==> src/rtl/dmux4way16_stream_pkg.sv <==
`default_nettype none
// ============================================================================
//  Module   : dmux_pkg
//  Purpose  : Shared widths and slot state type for the 4-way 16-bit stream
//             demultiplexer.
//  Contents : DATA_W, NUM_CH, SEL_W, CNT_W and the slot_state_t enum.
//  Config   : DMUX4WAY16_CNT_EN adds the per-channel counter outputs.
//             It is used by the design files; this package does not depend
//             on it.
//  Revision : 1.0 - initial release
// ============================================================================
package dmux_pkg;

  localparam int DATA_W = 16;
  localparam int NUM_CH = 4;
  localparam int SEL_W  = 2;
  localparam int CNT_W  = 8;

  typedef enum logic {
    EMPTY = 1'b0,
    FULL  = 1'b1
  } slot_state_t;

endpackage : dmux_pkg
`default_nettype wire

==> src/rtl/dmux4way16_stream_slot.sv <==
`default_nettype none
// ============================================================================
//  Module   : dmux_slot
//  Purpose  : Single-entry output buffer for one demux channel.
//             - Loading always wins: the slot ends the cycle FULL with the
//               new word, even if it drained in the same cycle.
//             - Draining alone only clears valid. The data register keeps its
//               last value.
//  Ports    : clk, rst_n        clock, async active-low reset
//             load, load_data   write a new word into the slot
//             drain             consumer ready (ignored while EMPTY)
//             data, valid       slot contents / FULL flag
//             cnt               accepted-word counter
//                               (only with DMUX4WAY16_CNT_EN)
//  Config   : DMUX4WAY16_CNT_EN
//  Revision : 1.0 - initial release
// ============================================================================
module dmux_slot
  import dmux_pkg::*;
(
  input  logic              clk,
  input  logic              rst_n,
  input  logic              load,
  input  logic              drain,
  input  logic [DATA_W-1:0] load_data,
  output logic [DATA_W-1:0] data,
  output logic              valid
`ifdef DMUX4WAY16_CNT_EN
  ,
  output logic [CNT_W-1:0]  cnt
`endif
);

  slot_state_t       r_state;
  slot_state_t       w_state_next;
  logic [DATA_W-1:0] r_data;

  always_ff @(posedge clk or negedge rst_n) begin
    if (!rst_n) begin
      r_state <= EMPTY;
    end else begin
      r_state <= w_state_next;
    end
  end

  always_comb begin
    w_state_next = r_state;
    case (r_state)
      EMPTY: if (load) w_state_next = FULL;
      FULL: begin
        if (load) begin
          w_state_next = FULL;
        end else if (drain) begin
          w_state_next = EMPTY;
        end
      end
    endcase
  end

  always_ff @(posedge clk or negedge rst_n) begin
    if (!rst_n) begin
      r_data <= '0;
    end else if (load) begin
      r_data <= load_data;
    end
  end

  assign data  = r_data;
  assign valid = (r_state == FULL);

`ifdef DMUX4WAY16_CNT_EN
  logic [CNT_W-1:0] r_cnt;

  // The counter wraps naturally at 8 bits.
  always_ff @(posedge clk or negedge rst_n) begin
    if (!rst_n) begin
      r_cnt <= '0;
    end else if (load) begin
      r_cnt <= r_cnt + 1'b1;
    end
  end

  assign cnt = r_cnt;
`endif

endmodule : dmux_slot
`default_nettype wire

==> src/rtl/dmux4way16_stream.sv <==
`default_nettype none
// ============================================================================
//  Module   : dmux4way16_stream
//  Purpose  : Registered 4-way, 16-bit stream demultiplexer.
//             - Each word on the valid/ready input goes to the slot chosen
//               by in_sel.
//             - Each slot then presents it on its own valid/ready channel.
//  Ports    : clk, rst_n                  clock, async active-low reset
//             in_data/in_sel/in_valid     producer side
//             in_ready                    accept indication
//             o0..o3, o_valid             slot data / FULL flags
//             o_ready                     consumer ready per channel
//             cnt0..cnt3                  accepted-word counters
//                                         (only with DMUX4WAY16_CNT_EN)
//  Config   : DMUX4WAY16_CNT_EN
//  Revision : 1.0 - initial release
// ============================================================================
module dmux4way16_stream
  import dmux_pkg::*;
(
  input  logic              clk,
  input  logic              rst_n,
  input  logic [DATA_W-1:0] in_data,
  input  logic [SEL_W-1:0]  in_sel,
  input  logic              in_valid,
  output logic              in_ready,
  output logic [DATA_W-1:0] o0,
  output logic [DATA_W-1:0] o1,
  output logic [DATA_W-1:0] o2,
  output logic [DATA_W-1:0] o3,
  output logic [NUM_CH-1:0] o_valid,
  input  logic [NUM_CH-1:0] o_ready
`ifdef DMUX4WAY16_CNT_EN
  ,
  output logic [CNT_W-1:0]  cnt0,
  output logic [CNT_W-1:0]  cnt1,
  output logic [CNT_W-1:0]  cnt2,
  output logic [CNT_W-1:0]  cnt3
`endif
);

  logic              w_accept;
  logic [NUM_CH-1:0] w_load;
  logic [DATA_W-1:0] w_slot_data [NUM_CH];
`ifdef DMUX4WAY16_CNT_EN
  logic [CNT_W-1:0]  w_slot_cnt  [NUM_CH];
`endif

  // Readiness depends only on the selected slot and its consumer, never on
  // in_valid. A draining slot can take a new word in the same cycle.
  assign in_ready = !o_valid[in_sel] | o_ready[in_sel];
  assign w_accept = in_valid & in_ready;
  assign w_load   = w_accept ? (NUM_CH'(1) << in_sel) : '0;

  for (genvar k = 0; k < NUM_CH; k++) begin : g_slot
    dmux_slot u_slot (
      .clk       (clk),
      .rst_n     (rst_n),
      .load      (w_load[k]),
      .drain     (o_ready[k]),
      .load_data (in_data),
      .data      (w_slot_data[k]),
      .valid     (o_valid[k])
`ifdef DMUX4WAY16_CNT_EN
      ,
      .cnt       (w_slot_cnt[k])
`endif
    );
  end

  assign o0 = w_slot_data[0];
  assign o1 = w_slot_data[1];
  assign o2 = w_slot_data[2];
  assign o3 = w_slot_data[3];

`ifdef DMUX4WAY16_CNT_EN
  assign cnt0 = w_slot_cnt[0];
  assign cnt1 = w_slot_cnt[1];
  assign cnt2 = w_slot_cnt[2];
  assign cnt3 = w_slot_cnt[3];
`endif

endmodule : dmux4way16_stream
`default_nettype wire

==> config.mk <==
export PLATFORM = sky130hd
export DESIGN_NAME = dmux4way16_stream
export DESIGN_NICKNAME = d
export VERILOG_FILES = /design/src/rtl/dmux4way16_stream_pkg.sv /design/src/rtl/dmux4way16_stream_slot.sv /design/src/rtl/dmux4way16_stream.sv
export SDC_FILE = /design/constraint.sdc
export NUM_CORES = 1
export LEC_CHECK = 0
export CAP_MARGIN = 20
export CORE_MARGIN = 8
export CORE_UTILIZATION = 51
export CTS_BUF_LIST = sky130_fd_sc_hd__clkbuf_2
export CTS_CLUSTER_SIZE = 30
export DETAILED_ROUTE_END_ITERATION = 16
export PLACE_DENSITY_LB_ADDON = 0.2
export SLEW_MARGIN = 40
export SYNTH_ARGS = -nofsm -noshare
export SYNTH_HDL_FRONTEND = slang
export SYNTH_HIERARCHICAL = 1
export SYNTH_SLANG_ARGS = --single-unit
==> constraint.sdc <==
create_clock -name clk -period 2.53 [get_ports clk]
set_clock_uncertainty 0.2 [all_clocks]
set_input_delay 0.253 -clock clk [delete_from_list [all_inputs] [get_ports clk]]
set_output_delay 0.253 -clock clk [all_outputs]
set_load 0.005 [all_outputs]
==> results.py <==
metrics = {
    "status": {
        "outcome": "completed",
    },
    "logic_synthesis": {
        "synthesis.area_per_instance_um2": 18.05,
        "synth.cell_area_um2": 2834,
        "synth.most_common_cell": "sky130_fd_sc_hd__dfrtp_1",
        "yosys_warnings": 6,
        "synth.mux.area_fraction_pct": 30.99,
        "yosys_register_bits": 68,
        "seq_area_frac_synth_pct": 60.04,
        "top_post_synthesis_cells_by_area": "sky130_fd_sc_hd__dfrtp_1, sky130_fd_sc_hd__mux2_4, sky130_fd_sc_hd__mux2_2",
        "synth_top_cells_by_count": "sky130_fd_sc_hd__dfrtp_1, sky130_fd_sc_hd__mux2_4, sky130_fd_sc_hd__mux2_2",
        "adder_cell_fraction_of_synth_area_pct": 0,
        "yosys.area_share.xor_xnor_pct": 0,
        "postSynth.topFlopCell": "sky130_fd_sc_hd__dfrtp_1",
        "share_of_the_synthesized_area_in_compound_gates_ao_oa_aoi_oai_pct": 1.236,
        "synth_nets": 182,
        "ys_async_rst_share_pct": 100.0,
        "yosys.area.top_type": "sky130_fd_sc_hd__dfrtp_1",
        "ys_types": 13,
        "combinational_family_with_the_most_area_after_synthesis": "multiplexers",
        "post_synth_inst_count": 157,
        "post_synth_and_or_nand_nor_area_fraction_pct": 2.781,
        "yosys.area.top_type_share_pct": 60.04,
        "synth_edf_count": 0,
    },
    "sta": {
        "min_period_over_period_pct": 91.97,
        "timing.max_slew.rel_slack_pct": 64.31,
        "grt_setup_unrepaired": "no",
        "fmax_ghz": 0.4297,
        "setup-tns-final_ps": 0,
        "hold-worst-slack_ps": 76.11,
        "worstMarginPinSlew_ps": 535.3,
        "final_hold_viol_count": 0,
        "setup_viol": 0,
        "fin_crit_ps": 2327,
        "slew_viol_final": 0,
    },
    "worst_setup_path": {
        "cp_data_arrival_time_ps": 1870,
        "cp_max_stage_cell": "sky130_fd_sc_hd__clkdlybuf4s50_1",
        "critPathBufInv": 1,
        "critical_path.top_delay_family": "buffers and inverters",
        "critical_path.endpoint_type": "output port",
        "worst_r2r_path_depth": 4,
        "worst-path-stages": 3,
        "crit-reg2reg-launch": "g_slot[0].u_slot/valid$_DFF_PN0_",
        "regToRegSetupSlack_ps": 770,
        "worst_path_largest_cell_delay_ps": 460,
        "chain_of_cells_forming_the_critical_path": "nand2b_1 > mux4_2 > clkdlybuf4s50_1",
        "worst_ep_required_time_ps": 2080,
        "timing.critical_path.from_type": "register",
        "timing.setup.critical_path_class": "register to output port",
        "capturing_point_of_the_worst_reg2reg_path": "g_slot[0].u_slot/data[1]$_DFFE_PN0P_",
        "timing.critical_path.fanout_max": 3,
    },
    "die": {
        "initial_utilization_pct": 52.10,
        "floorplan.rows": 27,
        "die_ht_um": 90.55,
        "design.portCount": 94,
        "floorplan.die.width_um": 90.55,
        "core-area_um2": 5439,
        "die_ar_um2": 8198,
    },
    "final_layout": {
        "diodes": 0,
        "areaGrowthSynthToFinish_pct": 38.28,
        "nets": 285,
        "nFillCells": 387,
        "share_of_cells_above_drive_strength_1_pct": 35.23,
    },
    "grt": {
        "gr-usage-met1_pct": 18.00,
        "grt_overflow_total": 0,
        "grt_most_used_layer": "met2",
        "grt_max_degree": 47,
        "groute.usage.overall_pct": 15.52,
        "antenna_found_initial": 0,
        "grt_pass1_wl_mm": 10.15,
        "grt_pass1_vias": 1903,
        "grt.met2_usage_pct": 24.48,
        "use_met3_pct": 6.650,
    },
    "drt": {
        "via_count": 1665,
        "drt_wl_total_mm": 6.128,
        "post-route-drc-count": 0,
        "drt-initial-drc-count": 19,
        "drt-vias-per-instance": 4.955,
        "number_of_routed_nets_with_antenna_violations": 0,
        "post_drt_wl_per_cell_um": 18.24,
        "iteration_count_of_the_initial_detailed_routing_pass": 4,
    },
    "cts": {
        "cts_tree": "done",
        "cts.path.max_buffers": 2,
        "cts_sinks": 68,
        "tritoncts.num_buffers": 9,
        "ctsRootBufferMaster": "sky130_fd_sc_hd__clkbuf_2",
        "clock_insertion_delay_worst_skew_ps": 450,
        "clk_pin_slew_worst_paths_ps": 170,
        "cts.repair.resized": 0,
        "htree_levels": 3,
    },
    "place": {
        "hpwl_mm": 4.387,
        "port_buffers": 93,
        "gpl.final_weighted_congestion": 0.7322,
    },
    "run": {
        "maxCapViolations": 0,
    },
    "power": {
        "p_per_area_nw_per_um2": 740.4,
        "switching_power_w": 0.0007144,
        "overall_power_of_the_completed_layout_w": 0.002902,
        "leakagePower_nw": 1.746,
        "power.combinational.fraction_pct": 31.0,
        "power.ir.vdd_worst_uv": 468.0,
        "internal_power_consumption_w": 0.002187,
        "power.share.clock_pct": 19.7,
        "pwr-share-seq_pct": 49.3,
        "netSwitchingFraction_pct": 24.62,
    },
    "worst_hold_path": {
        "hold_path_class": "primary input to asynchronous set/reset pin",
    },
}
[how the worst max path moves through the flow]
stage / from / endpoint / slack, ps
final: g_slot[0].u_slot/valid$_DFF_PN0_ / in_ready / 200
after floorplan: g_slot[0].u_slot/valid$_DFF_PN0_ / g_slot[0].u_slot/data[10]$_DFFE_PN0P_ / 890
after detailed placement: in_sel[0] / in_ready / 230
after global routing: g_slot[2].u_slot/valid$_DFF_PN0_ / in_ready / 110
after global placement: in_sel[0] / in_ready / 250
after CTS: g_slot[2].u_slot/valid$_DFF_PN0_ / in_ready / 150
[layer usage]
layer  vias up  wire length, um
met3         8              607
met1       839             2555
met5         -                0
met2        60             2892
li1        758                -
met4         0               73
[layout by cell type (no fill, tap or decap), drive strengths merged]
| cell type | instances |
|---|---|
| a21o | 4 |
| and4 | 1 |
| and4b | 2 |
| buf | 7 |
| bufinv | 1 |
| clkbuf | 12 |
| clkdlybuf4s50 | 92 |
| clkinv | 2 |
| dfrtp | 68 |
| dlygate4sd3 | 1 |
| inv | 4 |
| mux2 | 64 |
| mux4 | 1 |
| nand2b | 4 |
| nor4bb | 1 |
[metrics by stage]
stage / cell area (um2) / worst slack [ps] / cells / util (%)
after global routing: 3919 / 107.9 / 336 / 72.05
final: 3919 / 203.1 / 336 / 72.05
after global placement: 3810 / 251.8 / 320 / 70.05
after floorplan: 2834 / 885.4 / 157 / -
after CTS: 3919 / 148.0 / 336 / 72.05
after detailed placement: 3810 / 233.2 / 320 / 70.05
[state kept, by name (all words and copies together) (netlist names)]
signal and flops:
g_slot.u_slot/data 64, g_slot.u_slot/valid 4
[power by group through the flow]
| stage | sequential, W | clock, W | combinational [W] |
|---|---|---|---|
| 2_1_floorplan | 0.00146 | 0 | 0.000314 |
| 3_3_place_gp | 0.00145 | 0 | 0.000895 |
| 3_5_place_dp | 0.00145 | 0 | 0.000909 |
| 4_1_cts | 0.00143 | 0.000592 | 0.000917 |
| 5_1_grt | 0.00146 | 0.000643 | 0.000964 |
| 6_report | 0.00143 | 0.000571 | 0.000900 |
[kinds of logic (layout without fill, tap and decap cells)]
| group | after synthesis | count (layout) |
|---|---|---|
| buffers and inverters | 12 | 119 |
| flip-flops | 68 | 68 |
| multiplexers | 65 | 65 |
| AND/OR/NAND/NOR | 8 | 8 |
| AO/OA/AOI/OAI | 4 | 4 |
[layout make-up]
class                      instances  area, um2  area share, %
multi-input combinational         77       1007          25.70
inverter                           4      15.01         0.3831
sequential                        68       1702          43.42
clock inverter                     3      38.79         0.9898
timing repair buffer             100       1006          25.67
tap                               72      90.09          2.299
clock buffer                      12      60.06          1.533
[repair_timing]
action / 4_1_cts / 5_1_grt
setup buffers: 0 / 0
hold buffers: 1 / 0
hold endpoints to repair: 68 / 0
Note: power is estimated with default switching activity, not from simulation.
==> RTL change 1: new RTL, same flow settings <==
The package constant `SEL_W` goes from 2 to 1.
--- a/src/rtl/dmux4way16_stream_pkg.sv
+++ b/src/rtl/dmux4way16_stream_pkg.sv
@@ -13,7 +13,7 @@
 
   localparam int DATA_W = 16;
   localparam int NUM_CH = 4;
-  localparam int SEL_W  = 2;
+  localparam int SEL_W  = 1;
   localparam int CNT_W  = 8;
 
   typedef enum logic {
Interface: changed (resized in_sel); port bits go from 94 to 93. The function was not compared with the original's and may differ.
==> RTL change 1 against the original RTL <==
Sequential cell count unchanged. Wire length rose by 0.28%. Maximum frequency rose by 6.6%. Power decreased by 16%. Setup slack better by 140 ps. Design area down 3.4%. Area after synthesis decreased by 1.9%. Combinational power is 26% lower. Critical path type unchanged. Highest routed layer unchanged.
==> RTL change 1: results (changes against the original RTL) <==
[finish]
finalNonFillerCells=331  ; was 336
fill_cells=391  ; was 387
nNetsFinal=280  ; was 285
drive_gt1_frac=0.3282  ; was 0.3523

[route]
drt_iter0_markers=14  ; was 19
wl_met3_um=562  ; was 607 um
wl_met2_mm=2.818  ; was 2.892 mm
wl_mm=6.145  ; was 6.128 mm
wl_met1_mm=2.573  ; was 2.555 mm
firstDrtPassIters=3  ; was 4

[placed_design]
place_area_um2=3711  ; was 3810 um2
place.gp.congestion=0.7533  ; was 0.7322
portBuffers=92  ; was 93
place_inst=316  ; was 320
dp_slack_ps=480.3  ; was 233.2 ps
dp_hpwl_mm=4.438  ; was 4.387 mm

[worst_setup_path]
arrival_ps=1730  ; was 1870 ps
slowest_delay_ps=540  ; was 460 ps
cp_max_fo=4  ; was 3
r2r-end=g_slot[0].u_slot/data[13]  ; was g_slot[0].u_slot/data[1]

[power]
p_clk_frac=0.186  ; was 0.197
power.density_nw_per_um2=645.9  ; was 740.4 nW/um2
peakVddDrop_mv=0.4428  ; was 0.4680 mV
p_switching_uw=637.3  ; was 714.4 uW
power_leakage_uw=0.001687  ; was 0.001746 uW
comb_power_share=0.272  ; was 0.310

[global_routing]
grt_pass1_wl_mm=10.38  ; was 10.15 mm
first_global_vias=1877  ; was 1,903
grt_start_max_net_pins=45  ; was 47

[timing]
slew_headroom=0.6084  ; was 0.6431
setup_slack_ps=347.0  ; was 203.1 ps

[synthesis]
muxShareOfSynthArea=0.3077  ; was 0.3099
synth.area.top_cells=dfrtp_1 61%, mux2_4 19%, mux2_2 11%, buf_12 2.9%, buf_6 1.6%  ; was dfrtp_1 60%, mux2_4 19%, mux2_2 11%, buf_12 2.8%, buf_6 1.6%
synth.distinct_cells=14  ; was 13
seq_area_frac_synth=0.6118  ; was 0.6004

[status]
status=finished clean  ; unchanged

[RTL change 1: cell types whose count changed in the layout (fill, tap and decap cells not counted), sizes merged, moves of 3 or more]
cell	before	now
nand2b	4	0
buf	7	4
clkbuf	12	9
clkinv	2	5
[RTL change 1: cells by family (layout without fill, tap and decap cells)]
logic type	Yosys count	after routing
flops	68	68
mux	64	64
compound gates	6	6
simple gates	4	4
buf+inv	13	115
other cells	1	2
[RTL change 1: worst min path at each step]
stage / startpoint / end / slack [ps] / cells past startpoint
floorplan: rst_n / g_slot[0].u_slot/data[0] / -240 / 0
global placement: rst_n / g_slot[3].u_slot/data[12] / 80 / 1
detailed placement: rst_n / g_slot[3].u_slot/data[12] / 80 / 1
CTS: rst_n / g_slot[1].u_slot/data[3] / 90 / 2
global route: rst_n / g_slot[0].u_slot/data[14] / 120 / 2
finish: rst_n / g_slot[2].u_slot/valid / 120 / 2
[RTL change 1: stage by stage]
stage | total power [uW] | hold WS [ps]
5_1_grt | 2581 | 121.0
3_3_place_gp | 1999 | 79.74
4_1_cts | 2471 | 85.83
3_5_place_dp | 2017 | 80.27
2_1_floorplan | 1596 | -242.6
6_report | 2446 | 117.9
[RTL change 1: timing repair]
item / CTS / global route
endpoints found under the hold margin: 51 / 0
setup endpoints to repair: 0 / 0
hold buffers: 1 / 0
gates resized for setup: 0 / 0
[RTL change 1: area by class of cell]
cell class                 instances  share of cell area
clock inverter                     5            0.005616
clock buffer                       9             0.01189
timing repair buffer              96              0.2537
inverter                           5            0.004955
multi-input combinational         76              0.2507
tap                               72             0.02379
sequential                        68              0.4493
[RTL change 1: per-layer routing]
layer | GRT usage | up-vias
li1 | - | 742
met1 | 0.1897 | 820
met2 | 0.2448 | 61
met3 | 0.07315 | 15
met4 | 0.09431 | 0
met5 | 0 | -
==> RTL change 2: new RTL, same flow settings <==
Without the edit above. Add a define of `DMUX4WAY16_CNT_EN`.
--- a/src/rtl/dmux4way16_stream_slot.sv
+++ b/src/rtl/dmux4way16_stream_slot.sv
@@ -15,6 +15,8 @@
 //  Config   : DMUX4WAY16_CNT_EN
 //  Revision : 1.0 - initial release
 // ============================================================================
+`define DMUX4WAY16_CNT_EN
+
 module dmux_slot
   import dmux_pkg::*;
 (
Behaviour (old outputs only; new: cnt0, cnt1, cnt2 and cnt3): unchanged (equiv_simple and equiv_induct, registers matched by name and starting in step).
==> RTL change 2 against the original RTL <==
Power increased by 51%. Critical path depth stayed put. Setup slack better by 170 ps. Sequential power increased by 58%. Design area is 41% higher. Wire length increased by 45%. Sequential cell count rose by 32. Area after synthesis up 40%.
==> RTL change 2: results (changes against the original RTL) <==
[status]
status=finished clean  ; unchanged

[worst_setup_path]
r2r_start=g_slot[0].u_slot/valid  ; unchanged
slowest_delay_ps=490  ; was 460 ps
critPathTopFamily=multiplexers  ; was buffers and inverters
crit_slowest_cell=mux4_2  ; was clkdlybuf4s50_1

[global_routing]
first_global_vias=2833  ; was 1,903
antenna_found_initial=0  ; unchanged
grt_start_max_net_pins=54  ; was 47
grt_pass1_wl_mm=14.69  ; was 10.15 mm
grtUsageTotal=0.1676  ; was 0.1552

[clocking]
path_clk_slew_ps=250  ; was 170 ps

[synthesis]
seq_area_frac_synth=0.6319  ; was 0.6004
synth.distinct_cells=18  ; was 13
synth_area_per_cell_um2=15.17  ; was 18.05 um2
synth_common_cells=100 x dfrtp_1, 68 x mux2_2, 16 x nand4_1, 16 x xor2_1  ; was 68 x dfrtp_1, 36 x mux2_4, 28 x mux2_2
synth.area.top_cells=dfrtp_1 63%, mux2_2 19%, xor2_1 3.5%, xnor2_1 2.7%, nand4_1 2.5%  ; was dfrtp_1 60%, mux2_4 19%, mux2_2 11%, buf_12 2.8%, buf_6 1.6%
syn-num-nets=290  ; was 182

[placed_design]
place_area_um2=5364  ; was 3810 um2
dp_hpwl_mm=6.671  ; was 4.387 mm
place.gp.congestion=0.7210  ; was 0.7322
portBuffers=125  ; was 93

[finish]
fill_cells=545  ; was 387
final_core_util=0.7253  ; was 0.7205
nNetsFinal=430  ; was 285

[route]
post_drt_wl_per_cell_um=17.58  ; was 18.24 um
via_per_inst=5.061  ; was 4.955
drt_iter0_markers=57  ; was 19

[power]
internal-power_uw=3184  ; was 2187 uW
peakVddDrop_mv=0.5266  ; was 0.4680 mV
power_leakage_uw=0.002420  ; was 0.001746 uW

[timing]
slew_headroom=0.5966  ; was 0.6431

## RTL change 2: cell families after synthesis
| kind of cell | synth area share |
|---|---|
| flip-flops | 0.6319 |
| multiplexers | 0.1991 |
| AND/OR/NAND/NOR | 0.06414 |
| XOR/XNOR | 0.06193 |
| buffers and inverters | 0.02275 |
| AO/OA/AOI/OAI | 0.007583 |
| adder cells (fa/ha/maj) | 0.01264 |
## RTL change 2: final cells by class
class                      instances  area share
multi-input combinational        149      0.2506
tap                              102     0.02313
clock inverter                     6     0.01610
inverter                           4    0.002721
timing repair buffer             137      0.2458
clock buffer                       9    0.008163
sequential                       100      0.4535
## RTL change 2: power groups by stage
| stage | Sequential (uW) | Combinational, uW | Clock, uW |
|---|---|---|---|
| after global placement | 2280 | 1310 | 0 |
| after CTS | 2260 | 1340 | 856 |
| final | 2260 | 1310 | 825 |
| after global routing | 2320 | 1420 | 926 |
| after floorplan | 2280 | 397 | 0 |
| after detailed placement | 2290 | 1330 | 0 |
## RTL change 2: path summary, 6_finish.rpt
path | cells past startpoint | slack [ps] | to
max | 3 | 370 | in_ready
min | 2 | 40 | g_slot[1].u_slot/cnt[4]
max reg2reg | 4 | 760 | g_slot[0].u_slot/data[12]
min reg2reg | 1 | 280 | g_slot[3].u_slot/cnt[7]
max in group asynchronous | 3 | 1410 | g_slot[3].u_slot/data[3]
min in group clk | 3 | 100 | g_slot[0].u_slot/valid
## RTL change 2: routing by layer
layer | track usage | vias up | routed length [um]
li1 | - | 1186 | -
met1 | 0.1996 | 1298 | 3693
met2 | 0.2649 | 76 | 4357
met3 | 0.07745 | 6 | 796
met4 | 0.05067 | 0 | 65
met5 | 0 | - | 0
## RTL change 2: stage by stage
stage | worst slack, ps | total power [uW]
floorplan | 609.3 | 2674
global placement | 277.0 | 3584
detailed placement | 269.9 | 3627
CTS | 14.97 | 4461
global route | 251.8 | 4670
finish | 371.5 | 4395
## RTL change 2: timing repair
item | in CTS | in global routing
hold buffers | 1 | 0
resized for setup | 0 | 1
setup buffers | 0 | 1
setup endpoints to repair | 0 | 1
hold endpoints to repair | 100 | 0
## RTL change 2: worst reg2reg max path, stage by stage, from the launching register on
cell      delay (ps)
dfrtp_1          450
nand2b_1         110
nor4bb_4         230
buf_4            300
mux2_2           380
